**src/rtl/myip_v1_0_pkg.sv**
```systemverilog
// Shared definitions for the myip_v1_0 stream accumulator: data width,
// parameter defaults and FSM state encoding.
package myip_v1_0_pkg;

  localparam int unsigned DATA_WIDTH                     = 32;
  localparam int unsigned DEFAULT_NUMBER_OF_INPUT_WORDS  = 2;
  localparam int unsigned DEFAULT_NUMBER_OF_OUTPUT_WORDS = 1;
  // Wide enough to count up to 256 words per frame
  localparam int unsigned CNT_WIDTH                      = 9;

  typedef enum logic [1:0] {
    IDLE,
    READ_INPUTS,
    WRITE_OUTPUTS
  } state_t;

endpackage

```
**src/rtl/myip_v1_0.sv**
```systemverilog
// AXI-Stream accumulator: sums NUMBER_OF_INPUT_WORDS input words per frame and
// emits the sum NUMBER_OF_OUTPUT_WORDS times; all outputs decode registered state.
module myip_v1_0
  import myip_v1_0_pkg::*;
#(
  parameter int unsigned NUMBER_OF_INPUT_WORDS  = DEFAULT_NUMBER_OF_INPUT_WORDS,
  parameter int unsigned NUMBER_OF_OUTPUT_WORDS = DEFAULT_NUMBER_OF_OUTPUT_WORDS
) (
  input  logic                  ACLK,
  input  logic                  ARESETN,
  output logic                  S_AXIS_TREADY,
  input  logic [DATA_WIDTH-1:0] S_AXIS_TDATA,
  input  logic                  S_AXIS_TLAST,
  input  logic                  S_AXIS_TVALID,
  output logic                  M_AXIS_TVALID,
  output logic [DATA_WIDTH-1:0] M_AXIS_TDATA,
  output logic                  M_AXIS_TLAST,
  input  logic                  M_AXIS_TREADY
);

  state_t                state, state_nxt;
  logic [DATA_WIDTH-1:0] sum;
  logic [CNT_WIDTH-1:0]  in_cnt;
  logic [CNT_WIDTH-1:0]  out_cnt;
  logic                  last_in;
  logic                  last_out;

  // Frame length comes from the parameter, so the slave TLAST is not used
  logic unused_tlast;
  assign unused_tlast = S_AXIS_TLAST;

  assign last_in  = (in_cnt  == CNT_WIDTH'(NUMBER_OF_INPUT_WORDS  - 1));
  assign last_out = (out_cnt == CNT_WIDTH'(NUMBER_OF_OUTPUT_WORDS - 1));

  always_ff @(posedge ACLK or negedge ARESETN) begin
    if (!ARESETN) begin
      state <= IDLE;
    end else begin
      state <= state_nxt;
    end
  end

  always_comb begin
    state_nxt = state;
    case (state)
      IDLE:          if (S_AXIS_TVALID)             state_nxt = READ_INPUTS;
      READ_INPUTS:   if (S_AXIS_TVALID && last_in)  state_nxt = WRITE_OUTPUTS;
      WRITE_OUTPUTS: if (M_AXIS_TREADY && last_out) state_nxt = IDLE;
      default:                                      state_nxt = IDLE;
    endcase
  end

  always_ff @(posedge ACLK or negedge ARESETN) begin
    if (!ARESETN) begin
      sum     <= '0;
      in_cnt  <= '0;
      out_cnt <= '0;
    end else begin
      case (state)
        IDLE: begin
          sum     <= '0;
          in_cnt  <= '0;
          out_cnt <= '0;
        end
        READ_INPUTS: begin
          if (S_AXIS_TVALID) begin
            sum    <= sum + S_AXIS_TDATA;
            in_cnt <= in_cnt + 1'b1;
          end
        end
        WRITE_OUTPUTS: begin
          if (M_AXIS_TREADY) begin
            if (last_out) begin
              in_cnt  <= '0;
              out_cnt <= '0;
            end else begin
              out_cnt <= out_cnt + 1'b1;
            end
          end
        end
        default: begin
          sum     <= '0;
          in_cnt  <= '0;
          out_cnt <= '0;
        end
      endcase
    end
  end

  assign S_AXIS_TREADY = (state == READ_INPUTS);
  assign M_AXIS_TVALID = (state == WRITE_OUTPUTS);
  assign M_AXIS_TDATA  = sum;
  assign M_AXIS_TLAST  = (state == WRITE_OUTPUTS) && last_out;

endmodule

```
**config.mk**
```make
export PLATFORM = sky130hd
export DESIGN_NAME = myip_v1_0
export DESIGN_NICKNAME = d
export VERILOG_FILES = /design/src/rtl/myip_v1_0_pkg.sv /design/src/rtl/myip_v1_0.sv
export SDC_FILE = /design/constraint.sdc
export NUM_CORES = 1
export LEC_CHECK = 0
export CORE_MARGIN = 2
export CORE_UTILIZATION = 55
export DETAILED_ROUTE_END_ITERATION = 10
export GPL_ROUTABILITY_DRIVEN = 0
export HOLD_SLACK_MARGIN = 0.05
export PLACE_DENSITY = 0.84
export RECOVER_POWER = 25
export SLEW_MARGIN = 20
export SYNTH_ARGS = -nofsm -noshare
export SYNTH_HDL_FRONTEND = slang
export SYNTH_SLANG_ARGS = --single-unit
```
**constraint.sdc**
```tcl
create_clock -name ACLK -period 8.25 [get_ports ACLK]
set_input_delay 1.65 -clock ACLK [delete_from_list [all_inputs] [get_ports ACLK]]
set_output_delay 1.65 -clock ACLK [all_outputs]
set_load 0.02 [all_outputs]
```
# == Word level (Yosys, flattened, before mapping) ==
# Cells that the tools add are included.
# classes
addsub,3
n_eq_ne,9
n_mux,13
n_bitwise,2
reduce_logical,9
# ops
op,count
$pmux W32 S2,1
$mux W9,5
$pmux W9 S2,2
$add A32 B32 Y32,1
$mux W32,1
$add A9 B1 Y9 const B,2
$ne A2 B1 Y1 const B,5
$eq A9 B1 Y1 const B,1
$logic_not A9 Y1,1
$mux W2,3
$pmux W2 S3,1
$reduce_and A3 Y1,2
$reduce_and A2 Y1,2
$logic_and A1 B1 Y1,3
$eq A2 B1 Y1 const B,1
$eq A2 B2 Y1 const B,1
$logic_not A2 Y1,1
$ne A2 B2 Y1 const B,1
$not A1 Y1,2
# word_totals
ff_bits,52
wordCells,40

# == Longest topological paths before layout ==
# Gate-level depths: netlist of the first run.
# depth
depth_word,4
ltp_mapped,11
mapped_depth_nobuf,11

# == Least setup slack after synthesis of the first run ==
# Ideal clock, no wire load.
# synth_timing
path_type,input to register
from,input S_AXIS_TDATA[0]
to,register sum[30] (netlist: M_AXIS_TDATA[30])
setup_time_ns,0.131
arrival_time_ns,4.104
required_time_ns,8.119
slack_ns,4.015
path_stages,11
path_buffers,0
cell_sequence,ha_1 -> inv_1 -> fa_1 -> and2b_1 -> o31ai_2 -> nor3b_4 -> o32ai_4 -> a21oi_2 -> o31a_1 -> o31a_1 -> or3_1
# synth_between
elab_chain_len,3
# synth_rtl
item,line_no,source
"start, declared",myip_v1_0.sv:12,"input logic [DATA_WIDTH-1:0] S_AXIS_TDATA,"
$add A32 B32 Y32,myip_v1_0.sv:67,sum <= sum + S_AXIS_TDATA;
$mux W32,myip_v1_0.sv:66,if (S_AXIS_TVALID) begin
$pmux W32 S2,myip_v1_0.sv:59,case (state)
"end signal, assigned",myip_v1_0.sv:67,
"end, declared",myip_v1_0.sv:22,logic [DATA_WIDTH-1:0] sum;
# No other way between the ends. The select of a mux whose other input is x is not followed.
# A chain may end at the register's enable or synchronous reset.

# == Worst setup path in the final report of the first run ==
# Ends and elaborated chain as after synthesis.

==> results by group, run 1 <==
Global route
  – Initial antenna violation count: 0
  – Vias in the first global route: 3,592
  – Largest net degree at the start of global routing: 53
  – Gr usage total: 0.250
  – Grt total ovfl: 0
  – First-pass GRT wire length: 15,700 um

Die
  – Total die area: 0.00778 sq mm
  – Num rows: 30
  – Chip width: 88.2 um
  – Initial Utilization: 0.571
  – Top-Level Pins: 72
  – Total core area: 0.00683 sq mm
  – Die height: 88.2 um

Setup path
  – Crit end category: flip-flop
  – Reg2Reg Setup Slack: 4.99 ns
  – Reg-to-Reg End: M_AXIS_TDATA[30]
  – CP Launch Point: S_AXIS_TDATA[0]
  – Crit path launch type: primary input
  – Worst r2r path cells: 11
  – Crit path to: M_AXIS_TDATA[30]
  – Critical Path RT: 8.45 ns
  – Worst-path maximum fanout: 6
  – Worst setup path class: primary input to flip-flop
  – Worst flop-to-flop path startpoint: M_AXIS_TDATA[0]
  – Crit path DAT: 4.86 ns

Clocking
  – Worst-path clk slew: 0.10 ns
  – CTS tree: done
  – CTS Sinks: 52
  – Postcts setup bufs: 0
  – Skew-Pair Late Insertion Delay: 0.32 ns
  – CTS root buf: clkbuf_8
  – TritonCTS Buffers: 5
  – Post_cts resized: 0
  – Hold-fix buffers, CTS: 0
  – # H-tree levels: 2
  – CTS Buffer Depth: 2

Timing
  – Tcrit/Tclk final: 0.565
  – Final setup vio count: 0
  – Final Hold Viols: 0
  – Final Max Tran Viols: 53
  – Worst Clk Skew: 0.0104 ns
  – Final Worst Setup Slack: 3.59 ns
  – Tightest Pin Transition: 2.87 ns
  – Headroom to the max-slew limit: -0.910
  – Fmax: 0.214 GHz
  – Setup_tns: 0 ns
  – Fin crit period: 4.66 ns
  – RSZ-0062 raised after global routing: no

Yosys
  – Seq/Total Area, Yosys: 0.334
  – Post-Syn Area: 0.00390 sq mm
  – Post-synth EDFFs: 0
  – Most area-hungry cell type in the Yosys netlist: dfrtp_1
  – Yosys cell types: 54
  – Syn Area/Cell: 8.52 sq um
  – Net Count, Synth: 531
  – Register bit total from synthesis: 52
  – Ys flop type: dfrtp_1
  – Most frequent cell after synthesis: nand2_1
  – Asr flop ratio synth: 1.00
  – Yosys top cell area share: 0.334
  – Cells after Synth: 458
  – Most frequent cells after synthesis: nand2_1 (59), dfrtp_1 (52), o21ai_0 (46)
  – Top post-synthesis cells by area: dfrtp_1 (33%), ha_1 (11%), o21ai_0 (5.9%)
  – Yosys warns: 0

Place
  – HPWL Detailed: 6740 um
  – Post-place instance area: 0.00467 sq mm
  – PortBufs: 70
  – Post-Place Cells: 609
  – Post-placement worst setup slack: 3.25 ns

Status
  – Failing checks: capacitance limit, slew limit
  – Status: finished with violations

Finish
  – Finished Cell Area: 0.00479 sq mm
  – Layout fillers: 551
  – Share of layout cells above drive strength 1: 0.0384
  – Area Growth Syn to Fin: 22.9%
  – ANT cells: 0
  – Final non-filler cell total: 617
  – Layout net count: 593

Routing
  – Routed WL per cell: 14.9 um
  – Initial drt markers: 240
  – Final WL: 9180 um
  – Routed via count: 3,632
  – Residual DRC: 0
  – Via-to-Cell Ratio: 5.89
  – 1st-pass router iterations: 4
  – Final ANT Viol Nets: 0

Hold path
  – WHS Path Cells: 1
  – Hold Path Class: flip-flop to flip-flop

Power and ir drop
  – PwrDens: 309 mW/mm^2
  – Power after layout: 1.48 mW
  – Pleak: 2.11 nW
  – Max rail drop VDD: 0.200 mV

Flow run
  – Max-cap violations: 1
## through the flow
stage	hold slack [ns]	utilization
floorplan	0.446	-
global placement	0.465	0.684
detailed placement	0.473	0.684
CTS	0.490	0.702
global route	0.510	0.702
finish	0.488	0.702
## state kept, by name (all words and copies together) (netlist names)
register / count
M_AXIS_TDATA: 32
in_cnt: 9
out_cnt: 9
state: 2
## cell families after synthesis
kind of cell | count (synthesis) | share of synthesized area
AOI/OAI and AO/OA | 145 | 0.242
xor gates and xnor gates | 31 | 0.0696
adders and majority gates | 36 | 0.117
buffers and inverters | 32 | 0.0308
DFF | 52 | 0.334
muxes | 1 | 0.00257
and+or+nand+nor | 161 | 0.204
## routing by layer
layer / part of all wire / track usage / vias to the layer above / wire [um]
li1: - / - / 1798 / -
met1: 0.44 / 0.312 / 1708 / 4060
met2: 0.48 / 0.434 / 108 / 4450
met3: 0.055 / 0.0424 / 18 / 506
met4: 0.018 / 0.0909 / 0 / 165
met5: 0 / 0 / - / 0
## worst min path at each step
stage | from | endpoint | slack, ns
3_5_place_dp | out_cnt[8] | out_cnt[8] | 0.47
2_1_floorplan | out_cnt[8] | out_cnt[8] | 0.45
3_3_place_gp | state[1] | state[1] | 0.47
4_1_cts | out_cnt[8] | out_cnt[8] | 0.49
5_1_grt | out_cnt[8] | out_cnt[8] | 0.51
6_report | out_cnt[8] | out_cnt[8] | 0.49
## layout by cell type (no fill, tap or decap), types with 5 or more instances in the layout
master           instances
a211oi_1                 8
nand4_1                  6
nand2b_1                 5
a21oi_1                 32
or3_1                    5
a21o_1                  13
o21ai_0                 46
xnor2_1                 14
clkdlybuf4s50_1         69
ha_1                    35
and3_1                  13
nand3_1                 10
dfrtp_1                 52
nor3_1                   6
xor2_1                  17
inv_1                   15
o211ai_1                 6
nor2_1                  34
clkbuf_8                 7
nand2_1                 59
o31ai_1                  7
## area by class of cell
cell class | count | area, sq um | area share
multi-input combinational | 374 | 2480 | 0.518
sequential | 52 | 1300 | 0.271
timing repair buffer | 72 | 707 | 0.147
tap | 96 | 120 | 0.0251
clock buffer | 7 | 96.3 | 0.0201
inverter | 15 | 56.3 | 0.0117
clock inverter | 1 | 30.0 | 0.00626
## worst max-delay path: stages
cell and delay, ns:
clkdlybuf4s50_1 0.46, ha_1 0.18, inv_1 0.06, fa_1 0.39
and2b_1 0.26, o31ai_2 0.09, nor3b_4 0.17, o32ai_4 0.39
a21oi_2 0.13, o31a_1 0.41, o31a_1 0.29, or3_1 0.38
## power by group
group | switching (mW) | internal (mW)
clock | 0.0906 | 0.107
sequential | 0.0584 | 0.324
combinational | 0.515 | 0.388
total | 0.664 | 0.819
No activity file was read; power rests on OpenSTA's default activity.
==> inputs of run 2 (changes only) <==
- CORE_UTILIZATION: 55 -> 53
- PLACE_DENSITY: 0.84 -> 0.82
- clock period: 8.25 -> 4.4 ns (I/O delays scaled with it)
==> run 2 against run 1 <==
Net effect: the run still ends with capacitance limit, slew limit left; first-iteration DRC count fell by 29%; clock skew fell by 0.0013 ns; global-route usage fell by 1.5 points; sequential power rose by 89%; critical endpoint is now M_AXIS_TDATA[28]; largest cell class unchanged; highest routed layer unchanged.
==> results by group, run 2 (synthesis results as in run 1) <==
Setup path
  – Crit path launch type: primary input
  – Crit end category: flip-flop
  – Worst setup path class: primary input to flip-flop
  – Crit path DAT: 3.94 ns
  – Critical Path RT: 4.61 ns
  – Worst-path maximum fanout: 5

Place
  – PortBufs: 70
  – HPWL Detailed: 7050 um

Clocking
  – Worst-path clk slew: 0.10 ns
  – TritonCTS Buffers: 5
  – # H-tree levels: 2
  – Skew-Pair Late Insertion Delay: 0.31 ns
  – Postcts setup bufs: 0
  – CTS Sinks: 52
  – Post_cts resized: 0
  – CTS tree: done
  – CTS root buf: clkbuf_8
  – Hold-fix buffers, CTS: 0
  – CTS Buffer Depth: 2

Die
  – Chip width: 89.8 um
  – Num rows: 31
  – Top-Level Pins: 72
  – Total die area: 0.00806 sq mm
  – Die height: 89.8 um
  – Initial Utilization: 0.544
  – Total core area: 0.00718 sq mm

Power and ir drop
  – Max rail drop VDD: 0.295 mV
  – Pleak: 2.10 nW
  – PwrDens: 568 mW/mm^2

Timing
  – Tcrit/Tclk final: 0.846
  – Final Hold Viols: 0
  – RSZ-0062 raised after global routing: no
  – Final Max Tran Viols: 37
  – Final setup vio count: 0
  – Worst Clk Skew: 0.00912 ns
  – Setup_tns: 0 ns
  – Fmax: 0.269 GHz
  – Fin crit period: 3.72 ns
  – Headroom to the max-slew limit: -0.296
  – Tightest Pin Transition: 1.94 ns

Global route
  – Initial antenna violation count: 0
  – First-pass GRT wire length: 16,000 um
  – Grt total ovfl: 0
  – Gr usage total: 0.235
  – Largest net degree at the start of global routing: 37
  – Vias in the first global route: 3,453

Routing
  – Routed via count: 3,638
  – Initial drt markers: 170
  – Via-to-Cell Ratio: 5.84
  – 1st-pass router iterations: 4
  – Final ANT Viol Nets: 0
  – Final WL: 9250 um
  – Residual DRC: 0
  – Routed WL per cell: 14.8 um

Flow run
  – Max-cap violations: 1

Finish
  – Most common cell after layout, fill and taps aside: clkdlybuf4s50_1
  – Area Growth Syn to Fin: 22.6%
  – Share of layout cells above drive strength 1: 0.0382
  – Number of flip-flops under the largest register name: 32
  – ANT cells: 0
  – Leading cell types in the layout, fill and taps excluded: clkdlybuf4s50_1 (69), nand2_1 (59), dfrtp_1 (52)
  – Layout net count: 596
  – Final Util: 0.666

Status
  – Failing checks: capacitance limit, slew limit
  – Status: finished with violations

Hold path
  – Hold Path Class: flip-flop to flip-flop
[run 2: changes by cell type in the layout (fill, tap and decap cells not counted), sizes merged]
cell,before,now
buf,2,4
clkbuf,8,10
bufinv,1,0
[run 2: report_power, final]
group | switching, mW | total (mW) | internal, mW
sequential | 0.116 | 0.723 | 0.607
clock | 0.162 | 0.291 | 0.129
combinational | 0.965 | 1.70 | 0.737
[run 2: cell type report]
class	count	area, sq um
inverters	15	56.3
repair buffers	75	728
well taps	99	124
multi-input cells	374	2480
clock buffers	8	90.1
fillers	617	2390
flip-flops and latches	52	1300
[run 2: worst paths after layout]
path                                 startpoint                to  slack [ns]  cells past startpoint
worst max-delay path            S_AXIS_TDATA[0]  M_AXIS_TDATA[28]        0.68                     13
worst min-delay path                 out_cnt[8]        out_cnt[8]        0.49                      1
worst max register to register  M_AXIS_TDATA[0]  M_AXIS_TDATA[28]        1.31                     12
worst min register to register       out_cnt[8]        out_cnt[8]        0.49                      1
max in group asynchronous               ARESETN        out_cnt[0]        1.41                      2
min in group asynchronous               ARESETN  M_AXIS_TDATA[13]        0.67                      1
[run 2: metal layers]
metal	wire length, um	GRT usage
met1	4100	0.311
met2	4510	0.408
met3	458	0.0344
met4	183	0.0551
met5	0	0
[run 2: per-stage QoR]
| step | area, sq um | power [mW] | hold slack (ns) | instances | setup slack [ns] |
|---|---|---|---|---|---|
| 2_1_floorplan | 3900 | 1.88 | 0.446 | 458 | 0.935 |
| 3_3_place_gp | 4700 | 2.38 | 0.464 | 615 | 0.390 |
| 3_5_place_dp | 4700 | 2.42 | 0.471 | 615 | 0.363 |
| 4_1_cts | 4790 | 2.72 | 0.489 | 623 | 0.676 |
| 5_1_grt | 4780 | 2.93 | 0.522 | 623 | 0.485 |
| 6_report | 4780 | 2.72 | 0.486 | 623 | 0.676 |
[run 2: worst max-delay path: stages]
cell and delay (ns):
clkdlybuf4s50_1 0.46, ha_1 0.18, inv_1 0.06, fa_1 0.36, and2b_1 0.25, o31ai_2 0.08
nor3b_4 0.17, o32ai_4 0.30, buf_4 0.18, a31oi_1 0.17, or3_1 0.43, and3b_1 0.18
o31ai_1 0.22
